--- config.mk ---
export PLATFORM = sky130hd
export DESIGN_NAME = iter_shifter
export DESIGN_NICKNAME = d
export VERILOG_FILES = /design/src/rtl/cpu_pkg.sv /design/src/rtl/shift_step.sv /design/src/rtl/iter_shifter.sv
export SDC_FILE = /design/constraint.sdc
export NUM_CORES = 1
export LEC_CHECK = 0
export ABC_AREA = 1
export CORE_ASPECT_RATIO = 0.75
export CORE_UTILIZATION = 40
export DETAILED_ROUTE_END_ITERATION = 10
export HOLD_SLACK_MARGIN = 0.08
export SYNTH_ARGS = -nofsm -noshare
export SYNTH_HDL_FRONTEND = slang
export SYNTH_HIERARCHICAL = 1
export SYNTH_SLANG_ARGS = --single-unit
--- constraint.sdc ---
create_clock -name clk -period 3.44 [get_ports clk]
set_clock_uncertainty 0.15 [all_clocks]
set_input_delay 0.688 -clock clk [delete_from_list [all_inputs] [get_ports clk]]
set_output_delay 0.688 -clock clk [all_outputs]
set_load 0.05 [all_outputs]
--- src/rtl/cpu_pkg.sv ---
// cpu_pkg: shared op encodings and shifter FSM states.
package cpu_pkg;

    typedef enum logic [1:0] {
        OP_SLL = 2'b00,
        OP_SRL = 2'b01,
        OP_SRA = 2'b10,
        OP_LUI = 2'b11
    } op_e;

    typedef enum logic [1:0] {
        IDLE  = 2'b00,
        SHIFT = 2'b01,
        DONE  = 2'b10
    } state_e;

endpackage

--- src/rtl/shift_step.sv ---
// shift_step: combinational shift by up to STEP bits in the direction selected by op.
module shift_step
    import cpu_pkg::*;
#(
    parameter int WIDTH = 32,
    parameter int STEP  = 4,
    localparam int KW   = $clog2(STEP) + 1
) (
    input  logic [WIDTH-1:0] data,
    input  logic [KW-1:0]    k,
    input  op_e              op,
    output logic [WIDTH-1:0] shifted
);

    logic [WIDTH-1:0] sra;

    // Kept separate so the unsigned ternary below cannot turn >>> into a logical shift.
    always_comb begin
        sra     = $signed(data) >>> k;
        shifted = (op == OP_SRL) ? data >> k :
                  (op == OP_SRA) ? sra :
                                   data << k;
    end

endmodule

--- src/rtl/iter_shifter.sv ---
// iter_shifter: multi-cycle SLL/SRL/SRA/LUI unit shifting up to STEP bits per clock.
module iter_shifter
    import cpu_pkg::*;
#(
    parameter int WIDTH    = 32,
    parameter int STEP     = 4,
    localparam int SHAMT_W = $clog2(WIDTH)
) (
    input  logic               clk,
    input  logic               rst_n,
    input  logic               start,
    input  logic [1:0]         op,
    input  logic [WIDTH-1:0]   in_data,
    input  logic [SHAMT_W-1:0] shamt,
    output logic               ready,
    output logic               busy,
    output logic               done,
    output logic [WIDTH-1:0]   out_data
);

    localparam int KW = $clog2(STEP) + 1;
    localparam logic [SHAMT_W-1:0] HALF   = SHAMT_W'(WIDTH / 2);
    localparam logic [SHAMT_W-1:0] STEP_S = SHAMT_W'(STEP);

    state_e             state_q, state_d;
    op_e                op_q, op_d;
    logic [WIDTH-1:0]   out_q, out_d, step_out;
    logic [SHAMT_W-1:0] rem_q, rem_d, k_full;
    logic [KW-1:0]      k;

    always_comb begin
        k_full = (rem_q < STEP_S) ? rem_q : STEP_S;
        k      = k_full[KW-1:0];
    end

    shift_step #(.WIDTH(WIDTH), .STEP(STEP)) u_step (
        .data    (out_q),
        .k       (k),
        .op      (op_q),
        .shifted (step_out)
    );

    always_comb begin
        state_d = state_q;
        op_d    = op_q;
        out_d   = out_q;
        rem_d   = rem_q;
        case (state_q)
            IDLE: if (start) begin
                op_d    = op_e'(op);
                out_d   = in_data;
                rem_d   = (op_e'(op) == OP_LUI) ? HALF : shamt;
                state_d = (rem_d != '0) ? SHIFT : DONE;
            end
            SHIFT: begin
                out_d   = step_out;
                rem_d   = rem_q - k_full;
                state_d = (rem_d == '0) ? DONE : SHIFT;
            end
            default: state_d = IDLE;
        endcase
    end

    always_ff @(posedge clk) begin
        if (!rst_n) begin
            state_q <= IDLE;
            op_q    <= OP_SLL;
            out_q   <= '0;
            rem_q   <= '0;
        end else begin
            state_q <= state_d;
            op_q    <= op_d;
            out_q   <= out_d;
            rem_q   <= rem_d;
        end
    end

    always_comb begin
        ready    = (state_q == IDLE);
        busy     = (state_q == SHIFT) || (state_q == DONE);
        done     = (state_q == DONE);
        out_data = out_q;
    end

endmodule

==> results of run 1 <==
[worst reg2reg max path: cells and delay by family (launching register included)]
kind                   cells  cell delay (ns)
and+or+nand+nor            9             1.18
buffers and inverters      2             0.40
AOI/OAI and AO/OA          2             0.37
DFF                        1             0.34
[layout make-up]
| cell class | instances | area (um^2) | area share, % |
|---|---|---|---|
| Multi-Input combinational cell | 649 | 3000 | 58.0 |
| Timing Repair Buffer | 86 | 861 | 16.6 |
| Sequential cell | 41 | 821 | 15.9 |
| Inverter | 33 | 131 | 2.54 |
| Clock inverter | 3 | 65.1 | 1.26 |
| Clock buffer | 5 | 125 | 2.42 |
| Tap cell | 136 | 170 | 3.29 |
[synthesized netlist by cell type, drive strengths merged]
cell    number
o311ai       1
o211ai       5
o21a         1
nand4        1
conb         1
buf         30
o21ai       91
dfxtp       41
a21oi       16
inv         33
or2          2
nor2       100
and2         2
a31oi       34
clkbuf      17
mux2i        2
ha           4
nand3      106
nand2      282
nor3         1
[path summary, 6_finish.rpt]
check,start,to,depth (start not counted)
worst max-delay path,state_q[0],busy,3
worst max register to register,rem_q[4],out_data[14],13
worst min register to register,out_data[12],out_data[12],2
worst min-delay path,out_data[12],out_data[12],2
[flip-flops by register name, indices dropped and copies added (netlist names)]
| name | flops |
|---|---|
| out_data | 32 |
| rem_q | 5 |
| op_q | 2 |
| state_q | 2 |
[power groups by stage]
stage	clock (mW)	combinational (mW)	sequential (mW)
floorplan	0	1.65	1.02
global placement	0	2.60	0.743
detailed placement	0	2.60	0.741
CTS	0.640	2.61	0.732
global route	0.660	2.91	0.754
finish	0.630	2.64	0.732
[per-stage QoR]
stage / worst slack (ns) / util, % / area [um^2]
detailed placement: 0.820 / 48.6 / 4980
CTS: 0.750 / 50.5 / 5170
global route: 0.649 / 50.5 / 5170
finish: 0.732 / 50.5 / 5170
global placement: 0.896 / 48.6 / 4980
floorplan: 1.48 / - / 4220
[cells by family after synthesis]
family,share of synthesized area (%)
simple gates,49.8
mux,0.475
other cells,0.0889
buf+inv,9.70
fa+ha+maj,1.19
compound gates,19.3
flops,19.5
[layer usage]
layer,wire length [um],vias up,GRT usage [%],part of all wire [%]
li1,-,2649,-,-
met1,7190,2423,40.0,49
met2,6050,226,41.3,41
met3,1240,14,4.90,8.5
met4,163,0,6.38,1.1
met5,0,-,0,0
==> flow_results.org, run 1 <==
** Pwr
- Across the VDD grid, the largest voltage drop is between 300 and 400 uV.
- Overall power consumption after layout is estimated at 4.00 mW.
- The analysis attributes to net switching a power of approximately 2.2 mW.
- Per report_power, the combinational group accounts for 65.9% of the total.
- The analysis attributes to cell leakage a power of approximately 2.3 nW.
- Total power per unit cell area :: 773 nW/um^2
- In this run switching power makes up a little over half of total power.
- The share of total power dissipated in sequential elements is between 10% and 20%.
- Internal cell power :: about 1.8 mW
- Clk network pwr share :: ~16%

** Floorplan
- Ports placed on the boundary :: 77
- Measured along the y axis, the die boundary spans just over 90 um.
- Floorplan Core Area :: between 10000 and 15000 um^2
- Initial core utilization :: between 40% and 50%
- Die Width :: roughly 120 um
- Area enclosed by the die boundary :: around 11000 um^2
- Floorplan row count :: 32

** Critical path
- Crit path max fanout :: 3
- Crit-path max cell delay :: 0.82 ns
- Category of cells accounting for the largest share of critical-path delay :: buffers and inverters
- Register-to-Register Setup Slack :: 0.85 ns
- Data required time at the worst endpoint :: 2.60 ns
- STA classifies the critical path startpoint as a flip-flop.
- The worst setup path is captured at an output port.
- Data on the critical path arrives at its endpoint at 1.87 ns.
- Kind of critical path :: flip-flop to output port
- Cells traversed along the worst timing path :: inv_1 > ha_1 > clkdlybuf4s50_1
- For this design, the slowest cell found on the critical path is clkdlybuf4s50_1.
- The critical path contains buffers and inverters numbering 2 combined.

** Placed design
- Number of placed cells counting well taps :: 945
- Half-perimeter wire length after placement :: ~11000 um
- The congestion estimate from routability-driven global placement came to roughly 0.87.
- The count of buffers added on input and output ports is 76.

** Yosys
- The average instance in the mapped netlist occupies approximately 5.5 um^2.
- For this run, the number of Yosys warnings is 6.
- Top cells by area in the synthesized netlist :: nand2_1 24%, dfxtp_1 19%, nand3_1 13%
- The synthesized netlist occupies a cell area of 4220 um^2.
- The number of different library cells used by synthesis comes to 35.
- In the synthesized netlist, the number of instances is 770.
- After synthesis, the largest area contributor takes up 24.1% of total cell area.
- Synth Net Count :: 816
- The synthesized design contains 41 register bits.
- The largest total area in the synthesized netlist belongs to nand2_1.
- For this run, the register share of the synthesized area comes to 19.5%.

** Cells and area
- The number of antenna diodes in the final layout is 0.
- The post-route netlist has about 6.6% of its cells at a drive strength greater than 1.
- In the final design database the tool counted between 800 and 900 nets.
- Leading cell types in the layout, fill and taps excluded :: 271 x nand2_1, 106 x nand3_1, 93 x nor2_1
- Area growth from synthesis to final layout :: 22.6%
- Most common cell after layout, fill and taps aside :: nand2_1
- Count of fill cells added during filler insertion :: about 1.1k
- The finished layout holds roughly 950 standard cells, fillers aside.

** STA
- Setup-failing EPs final :: 0
- Post-route clock period utilization :: 78.7%
- Max Transition Viols Final :: 0
- RSZ-0062 raised after global routing :: false
- Post-route setup TNS :: 0 ns
- Actual slew at the worst max-slew pin :: ~0.70 ns
- Max Fclk :: about 370 MHz
- Final worst hold slack :: just over 0.4 ns
- Number of hold violations in the final report :: 0
- Time the final worst path needs with I/O delays and setup :: approximately 2.7 ns
- The worst pin sits at a relative slew slack of between 50% and 60%.

** Clock network
- The clock reaches the later pin of the worst-skew pair after approximately 0.30 ns.
- Number of buffers created by CTS :: 5
- After clock tree synthesis, the repair step resized 0 gates.
- The clock net in this run drives a total of between 40 and 50 sinks.
- The number of setup buffers added after CTS is 0.
- CTS max path bufs :: 2
- Clock-pin slew was measured on the worst setup and hold paths at approximately 0.070 ns.
- H-Tree Level Count :: 2
- CTS Root Buffer Type :: clkbuf_16
- Hold-fix buffer count after cts :: 0
- CTS tree :: built

** GRT
- Maximum number of pins on one net before global-route repair :: 47
- For this run the aggregate overflow at the end of global routing stands at 0.
- The first global-routing pass estimated about 24000 um of wire.
- Antenna violations before repair :: 0
- Global-route total usage across every layer :: 27.4%
- Number of global-route vias before repair :: approximately 4.8k

** Routing
- Detailed-route wire length per cell :: around 15 um
- DRC violations left :: 0
- Wire length reported by the detailed router :: ~15000 um
- Total via count after detailed routing :: 5312
- The detail route stage leaves a number of antenna-violating nets equal to 0.
- The first routing iteration left 514 violations.
- The pre-antenna-repair detailed-routing pass consisted of 5 iterations.
- Dividing the detail-routed via count by the number of cells gives between 5 and 6.

** Worst hold path
- Path type of the worst min-delay path :: flip-flop to flip-flop

** Job
- Across the run, the number of max-cap violations was 0.

** Run status
- Outcome :: finished, final reports clean
No activity file was read; power rests on OpenSTA's default activity.
==> inputs of run 2 (changes only) <==
Settings changed: PLACE_DENSITY set to 0.66.
Clock period 3.44 ns to 2.2 ns, I/O delays scaled along.
==> flow_results.org, run 2 (synthesized netlist as in run 1, its figures left out) <==
** Critical path
- Worst setup SP type :: flip-flop
- The critical path starts at rem_q[3].
- Sort of element at the end of the critical path :: flip-flop
- STA puts the critical path data required time at roughly 2.3 ns.
- In this run the worst path has a maximum fanout of 8.
- The critical path is of the flip-flop to flip-flop type.
- Register-to-Register Setup Slack :: between 0.03 and 0.04 ns
- In this run the critical register-to-register path is launched from rem_q[3].
- The worst register-to-register path ends at out_data[6].
- Critical path arrival :: between 2 and 2.5 ns
- Cell depth of the worst flop-to-flop path :: 13

** GRT
- Wire length of the first global-routing pass :: 24000 um
- The initial antenna violation count was 0.
- For this run, the total global-route usage over all layers was measured as 27.5%.
- The number of global-route vias before repair was around 4.7k.
- After global routing the overflow that remains totals 0.
- Entering global routing, the biggest net connects 40 pins.

** Cells and area
- Share of final-layout standard cells stronger than drive strength 1 :: about 15%
- Antenna diodes :: 0
- Cells fill between 50% and 60% of the core in the end.
- Count of placed standard cells in the final layout, fillers left out :: roughly 970
- Area growth from synthesis to final layout :: 29.0%
- Most common cell after layout, fill and taps aside :: nand2_1
- The top cell types in the final layout, fill and taps aside, are 257 x nand2_1, 105 x nand3_1, 91 x nor2_1.
- Count of fill cells added during filler insertion :: 1095
- In the final design database the tool counted approximately 900 nets.
- The register with the most flip-flops in the layout has 32 of them.

** Routing
- Number of violations reported at the end of detailed-routing iteration 0 :: about 800
- After detailed routing, the number of vias per cell comes to 5.66.
- Detailed-route wire length per cell :: around 16 um
- The detail route stage leaves a number of antenna-violating nets equal to 0.
- Total via count after detailed routing :: between 5k and 6k
- For this block, the routed nets add up to between 15000 and 20000 um of wire.
- Before antenna repair, the detailed router went through 6 iterations.
- For this run, design rule violations remaining after detail routing come to 0.

** STA
- Once routing completed, OpenROAD measured the worst setup slack at 0.0375 ns.
- Final worst hold slack :: 0.409 ns
- Post-route clock period utilization :: a little over nine tenths
- Max Fclk :: roughly 460 MHz
- Setup repair after global routing could not meet its margin everywhere.
- Worst slew margin relative to its limit :: between 60% and 70%
- The max-slew violation total from the final report came to 0.
- Number of hold violations in the final report :: 0
- For the pin with the worst max-slew slack, the measured transition is slightly above 0.5 ns.
- The routed design could run at a clock period as short as around 2.2 ns.
- Setup violations remaining at the end of the flow were counted as 0.

** Worst hold path
- The worst hold path terminates at out_data[14].
- The startpoint identified for the worst hold timing path is out_data[14].
- Counting instances, the worst hold path has a depth of 2.
- The tightest min-delay check is of the flip-flop to flip-flop type.

** Placed design
- At the end of routability-driven placement, the weighted congestion stood at about 0.92.
- The HPWL after detailed placement is around 11000 um.
- Input/output buffers :: 76
- Setup Slack @ Placement :: -0.0231 ns
- Number of placed cells counting well taps :: between 900 and 1k

** Floorplan
- Floorplan row count :: 32
- The core region is slightly above 10000 um^2.
- Ports placed on the boundary :: 77
- Measured along the x axis, the die boundary spans 121 um.
- The die covers 11000 um^2.
- For this configuration, the core starts out at a cell density of ~40%.
- Vertical die dimension :: about 90 um

** Clock network
- The clock tree synthesis step divided the H-tree into 2 levels.
- Hold-fix buffer count after cts :: 0
- Clock tree sinks :: 41
- Buffers inserted during clock tree synthesis total 5.
- In this run the clock root is driven by a clkbuf_16.
- Clock Latency Late Sink :: 0.29 ns
- TritonCTS built the clock tree.
- Clock slew at the register clock pins of the worst setup and hold paths :: roughly 0.070 ns
- The clock passes through at most 2 buffers.

** Job
- Across the run, the number of max-cap violations was 0.

** Pwr
- Tot Pwr :: approximately 6.6 mW
- Static leakage :: 2.48 nW
- Total power per unit cell area :: about 1200 nW/um^2
- Maximum ir drop on the vdd rail :: between 300 and 400 uV

** Run status
- The run finished with clean final reports.
-- run 2: cell type report --
| class | count | area (um^2) | share of cell area [%] |
|---|---|---|---|
| multi-input combinational | 649 | 3090 | 56.8 |
| timing repair buffer | 107 | 1050 | 19.3 |
| sequential | 41 | 823 | 15.1 |
| tap | 136 | 170 | 3.13 |
| inverter | 33 | 134 | 2.46 |
| clock buffer | 5 | 125 | 2.30 |
| clock inverter | 3 | 46.3 | 0.851 |
-- run 2: power by group --
part / switching [mW] / internal (mW) / leakage, nW / total, mW
combinational: 3.00 / 1.51 / 2.06 / 4.51
sequential: 0.234 / 0.925 / 0.340 / 1.16
clock: 0.353 / 0.538 / 0.0800 / 0.891
total: 3.58 / 2.97 / 2.48 / 6.56
-- run 2: worst max path at each step --
stage	slack (ns)	endpoint
final	0.04	out_data[6]
after global routing	-0.03	out_data[6]
after CTS	0.03	out_data[25]
after detailed placement	-0.02	out_data[7]
after global placement	0.04	out_data[12]
after floorplan	0.24	rem_q[4]
-- run 2: per-stage QoR --
step | setup TNS, ns | instance area (um^2)
2_1_floorplan | 0 | 4220
3_3_place_gp | 0 | 5090
3_5_place_dp | -0.0231 | 5090
4_1_cts | 0 | 5300
5_1_grt | -0.242 | 5440
6_report | 0 | 5440
-- run 2: worst max-delay path, cell delays in order, from the launching register on --
cell and delay [ns]:
dfxtp_2 0.34, nor2_4 0.14, nand2_4 0.09, nor2_4 0.18, buf_4 0.15, clkbuf_16 0.14
nand2_1 0.06, o21ai_0 0.12, o21ai_1 0.13, nand2_1 0.07, o21ai_0 0.10, nor2_2 0.16
nand2_1 0.08, a31oi_1 0.16
-- run 2: what timing repair did --
| item | in CTS | in global routing |
|---|---|---|
| endpoints found under the setup margin | 3 | 32 |
| gates resized for setup | 2 | 60 |
| gates cloned | 1 | 1 |
| buffers inserted | 0 | 3 |
| pin swaps | 0 | 11 |
-- run 2: per-layer routing --
| metal | up-vias | routed length [um] | GRT usage (%) |
|---|---|---|---|
| met5 | - | 0 | 0 |
| met4 | 0 | 218 | 7.51 |
| met3 | 27 | 1570 | 5.46 |
| met2 | 303 | 6460 | 42.0 |
| met1 | 2497 | 7060 | 39.0 |
| li1 | 2690 | - | - |
==> RTL edit 1 (flow settings as in run 2) <==
`STEP` is set to 4 in 2 places; all go to 8.
--- a/src/rtl/shift_step.sv
+++ b/src/rtl/shift_step.sv
@@ -3,7 +3,7 @@
     import cpu_pkg::*;
 #(
     parameter int WIDTH = 32,
-    parameter int STEP  = 4,
+    parameter int STEP  = 8,
     localparam int KW   = $clog2(STEP) + 1
 ) (
     input  logic [WIDTH-1:0] data,
--- a/src/rtl/iter_shifter.sv
+++ b/src/rtl/iter_shifter.sv
@@ -3,7 +3,7 @@
     import cpu_pkg::*;
 #(
     parameter int WIDTH    = 32,
-    parameter int STEP     = 4,
+    parameter int STEP     = 8,
     localparam int SHAMT_W = $clog2(WIDTH)
 ) (
     input  logic               clk,
Behaviour: not the same (Yosys sat finds a counterexample within 4 cycles, from zero or initial values and one cycle with rst_n low).
==> RTL edit 1 against run 2 <==
  * Non-clock buffer count rose by 45
  * Sequential cell count unchanged
  * Utilization rose by 2.4 points
  * Power increased by 27%
  * Cell area up 35%
  * Synthesized area rose by 30%
  * Sequential share of layout area is 3.9 points lower
  * Routed wire length rose by 45%
  * Worst setup slack got worse by 37 ps
  * First-iteration DRC count grew 7.9%
  * Critical endpoint is now out_data[23]$_SDFFE_PN0P_
==> RTL edit 1: results (changes against run 2) <==
- First-pass GRT wire length: 33,040 µm (+37%)
- Uppermost routed layer: met4
- Pre-CTS setup slack: -14.58 ps (+8.508 ps)
- Crit path DAT: 2280 ps (+40 ps)
- Syn_nets: 990 (+21%)
- All-layer global routing usage: 0.2969 (+0.02162)
- Area contributors post-synth: nand2_1 (23%), nand3_1 (20%), dfxtp_1 (15%)
- Nets: 1,081 (+22%)
- Placed wire-length estimate: 15,490 µm (+42%)
- Starting Density: 0.4169 (+0.005357)
- Post-place instance area: 0.006534 mm² (+28%)
- Peak VDD IR: 0.7176 mV (+80%)
- Status: completed
- Pleak: 0.003495 µW (+41%)
- Worst path max stage delay: 320 ps (-20 ps)
- WL per Instance: 18.41 µm (+17%)
- DR WL met2: 9763 µm (+51%)
- Reg area: 824.5 µm² (+0.15%)
- Max Fanout on Critical Path: 11 (+3)
- Register area share after synthesis: 0.1492 (-0.04541)
- Worst-margin pin slew: 520.4 ps (+16.71 ps)
- Layout cells sized above 1: 0.2529 (+0.1061)
- Post-synthesis cell type count: 39 (+11%)
- P_int: 3736 µW (+26%)
- Asr flop ratio synth: 0 (unchanged)
- Most frequent cells after synthesis: nand2_1 (333), nand3_1 (222), dfxtp_1 (41)
- Largest net degree at the start of global routing: 44 (+10%)
- Vias: 7,162 (+30%)
-- RTL edit 1: cell families after synthesis --
family / count (synthesis) / share of synthesized area
other: 1 / 0.0006816
adders and majority gates: 4 / 0.009097
DFF: 41 / 0.1492
buffers and inverters: 108 / 0.1144
AOI/OAI and AO/OA: 132 / 0.1369
and+or+nand+nor: 658 / 0.5897
-- RTL edit 1: final cells by class --
cell class / count / share of cell area
clock inverters: 1 / 0.004098
clock buffers: 7 / 0.01947
well taps: 171 / 0.02920
repair buffers: 152 / 0.2135
flip-flops and latches: 41 / 0.1125
inverters: 40 / 0.02579
multi-input cells: 795 / 0.5955
-- RTL edit 1: power groups by stage --
stage / Combinational [µW] / Clock (µW) / Sequential [µW]
final: 6230 / 905 / 1200
after global routing: 6680 / 945 / 1220
after CTS: 5590 / 901 / 1180
after detailed placement: 5500 / 0 / 1190
after global placement: 5520 / 0 / 1200
after floorplan: 3540 / 0 / 1590
-- RTL edit 1: worst paths after layout --
check | from | to | slack (ps) | cells after the start
setup reg to reg | rem_q[3]$_SDFFE_PN0P_ | out_data[23]$_SDFFE_PN0P_ | 0.8 | 15
hold reg to reg | op_q[0]$_SDFFE_PN0P_ | op_q[0]$_SDFFE_PN0P_ | 370 | 2
setup / recovery | rem_q[3]$_SDFFE_PN0P_ | out_data[23]$_SDFFE_PN0P_ | 0.8 | 15
hold / removal | op_q[0]$_SDFFE_PN0P_ | op_q[0]$_SDFFE_PN0P_ | 370 | 2
-- RTL edit 1: what timing repair did --
action                                  CTS  global route
buffers inserted                          1            17
resized for setup                         6            84
pin swaps                                 1            31
cloned                                    1             2
endpoints found under the setup margin    2            31
-- RTL edit 1: critical path, delay by kind of cell (launching register included) --
| family | cells | cell delay (ps) |
|---|---|---|
| and+or+nand+nor | 10 | 930 |
| AOI/OAI and AO/OA | 1 | 180 |
| buffers and inverters | 4 | 540 |
| DFF | 1 | 320 |
-- RTL edit 1: layer usage --
layer | track usage | up-vias
met4 | 0.07928 | 0
li1 | - | 3383
met5 | 0 | -
met1 | 0.4406 | 3260
met2 | 0.4350 | 455
met3 | 0.04797 | 64
-- RTL edit 1: stage by stage --
step	TNS (ps)	hold WS, ps
2_1_floorplan	0	342.4
3_3_place_gp	-43.80	356.7
3_5_place_dp	-14.58	364.2
4_1_cts	0	373.2
5_1_grt	-1441	424.4
6_report	0	373.3
==> RTL edit 2 (settings of run 2) <==
Without the edit above. Reset style: asynchronous (`rst_n`), changed in one clocked block.
--- a/src/rtl/iter_shifter.sv
+++ b/src/rtl/iter_shifter.sv
@@ -61,7 +61,7 @@
         endcase
     end
 
-    always_ff @(posedge clk) begin
+    always_ff @(posedge clk or negedge rst_n) begin
         if (!rst_n) begin
             state_q <= IDLE;
             op_q    <= OP_SLL;
Function: differs if rst_n is asserted again (counterexample within 4 cycles, from zero or initial values and one cycle with rst_n low); with rst_n held inactive, the same outputs for 10 cycles.
==> RTL edit 2 against run 2 <==
  * Synthesized cell count decreased by 0.91%
  * Routed wire length down 0.88%
  * Sequential cell count is the same
  * Synthesized area grew 3.5%
  * Final cell count down 0.10%
  * Worst setup slack got worse by 12 ps
  * Highest routed layer unchanged
  * Cell area is 3.4% higher
Power is not shown: default switching activity piles up to over one toggle a cycle in this logic, so the estimate is an artifact.
==> RTL edit 2: results (changes against run 2) <==
- Buffers excl. clock: 110 (+2.8%)
- Vias per inst: 5.553 (-2.0%)
- Slowest cell on the critical path: dfrtp_1
- Met3 Resource Use GR: 0.04002 (-0.01462)
- Largest net degree at the start of global routing: 39 (-2.5%)
- Dpl cells: 962 (+0.10%)
- Worst Reg2Reg Path Length in Cells: 12 (-1)
- DRT iter0 DRCs: 642 (-18%)
- R2r startpoint: rem_q[3]$_DFFE_PN0P_
- Worst path max stage delay: 410 ps (+70 ps)
- GP Congestion: 0.9706 (+5.2%)
- Post-synthesis cell type count: 36 (+2.9%)
- Area contributors post-synth: nand2_1 (24%), dfrtp_1 (24%), nand3_1 (12%)
- Most frequent cells after synthesis: nand2_1 (277), nor2_1 (123), nand3_1 (104)
- Status: completed
- Max Fanout on Critical Path: 29 (+21)
- Nets: 882 (-0.11%)
- Syn_nets: 809 (-0.86%)
- Pre-CTS setup slack: -104.3 ps (-81.19 ps)
- Count of multi-input gates: 643 (-0.92%)
- Asr flop ratio synth: 1.000 (+1.000)
- Non-clock buffer share of cell area: 0.1971 (+0.003730)
- Reg2reg end: out_data[23]$_DFFE_PN0P_
- Reg area: 0.001026 mm² (+25%)
- Non-Clock Inverter Count: 35 (+6.1%)
- # clk buffers: 7 (+2)
- Multi-input gate area: 0.003023 mm² (-2.2%)
- Setup crit end: out_data[23]$_DFFE_PN0P_
- Fill cells: 1,067 (-2.6%)
- Hold Startpoint: out_data[14]$_DFFE_PN0P_
- Routed WL: 15,170 µm (-0.88%)
- Layout cells sized above 1: 0.1517 (+0.004954)
- Post-synthesis cell count: 763 (-0.91%)
- Flop2flop setup slack: around 26 ps
- Primary FF master, synth: dfrtp_1
- CTS root buf: clkbuf_16
- Tcrit/Tclk final: 0.9882 (+0.005235)
- Vias: 5,403 (-2.1%)
- Relative slew slack: 0.6360 (-0.02713)
- Register area share after synthesis: 0.2350 (+0.04042)
- Antenna violations before repair: 0 (unchanged)
- All-layer global routing usage: 0.2707 (-0.004527)
- Vias in the first global route: 4,814 (+1.9%)
- Placed wire-length estimate: 11,100 µm (+1.8%)
- Met1 Use GR: 0.4133 (+0.02287)
- GR Layer Usage met2: 0.3942 (-0.02535)
- Portion of the layout cell area used by clock cells: 0.02803 (-0.003470)
- First-pass GRT wire length: 24,520 µm (+2.0%)
## RTL edit 2: changes by cell type in the layout (fill, tap and decap cells not counted), moves of 10 or more
cell             before  now
clkdlybuf4s50_1      58   48
o21ai_1              56   30
dfrtp_1               0   41
dfxtp_1              39    0
nand2_1             257  272
nor2_1               91  119
o21ai_0              25   14
## RTL edit 2: worst min path at each step
stage	end	slack (ps)	cells past startpoint
after floorplan	op_q[0]$_DFFE_PN0P_	-6	0
after global routing	out_data[14]$_DFFE_PN0P_	470	2
after CTS	rem_q[0]$_DFFE_PN0P_	450	2
final	out_data[14]$_DFFE_PN0P_	450	2
after detailed placement	state_q[0]$_DFFE_PN0P_	300	1
after global placement	state_q[0]$_DFFE_PN0P_	300	1
## RTL edit 2: timing repair
item / CTS / global route
gates resized for setup: 6 / 54
endpoints found under the hold margin: 19 / 0
setup endpoints to repair: 3 / 32
hold buffers: 1 / 0
buffers inserted: 0 / 1
pin swaps: 0 / 13
gates cloned: 0 / 1
## RTL edit 2: cells by family (layout without fill, tap and decap cells)
family	count (synthesis)	in the layout	share of synthesized area
buffers and inverters	79	153	0.09487
muxes	4	4	0.009745
other	1	1	0.0008590
DFF	41	41	0.2350
AOI/OAI and AO/OA	107	107	0.1384
adders and majority gates	4	4	0.01147
and+or+nand+nor	527	527	0.5096
## RTL edit 2: stage by stage
step / area, µm² / util / hold WS, ps
floorplan: 4365 / - / -5.591
global placement: 5315 / 0.5086 / 303.1
detailed placement: 5315 / 0.5086 / 302.4
CTS: 5500 / 0.5263 / 446.2
global route: 5624 / 0.5382 / 473.8
finish: 5624 / 0.5382 / 446.3
## RTL edit 2: layer usage
layer	routed length (µm)	vias to the layer above
met4	214	0
met2	6212	299
li1	-	2650
met1	7346	2429
met3	1401	25
met5	0	-
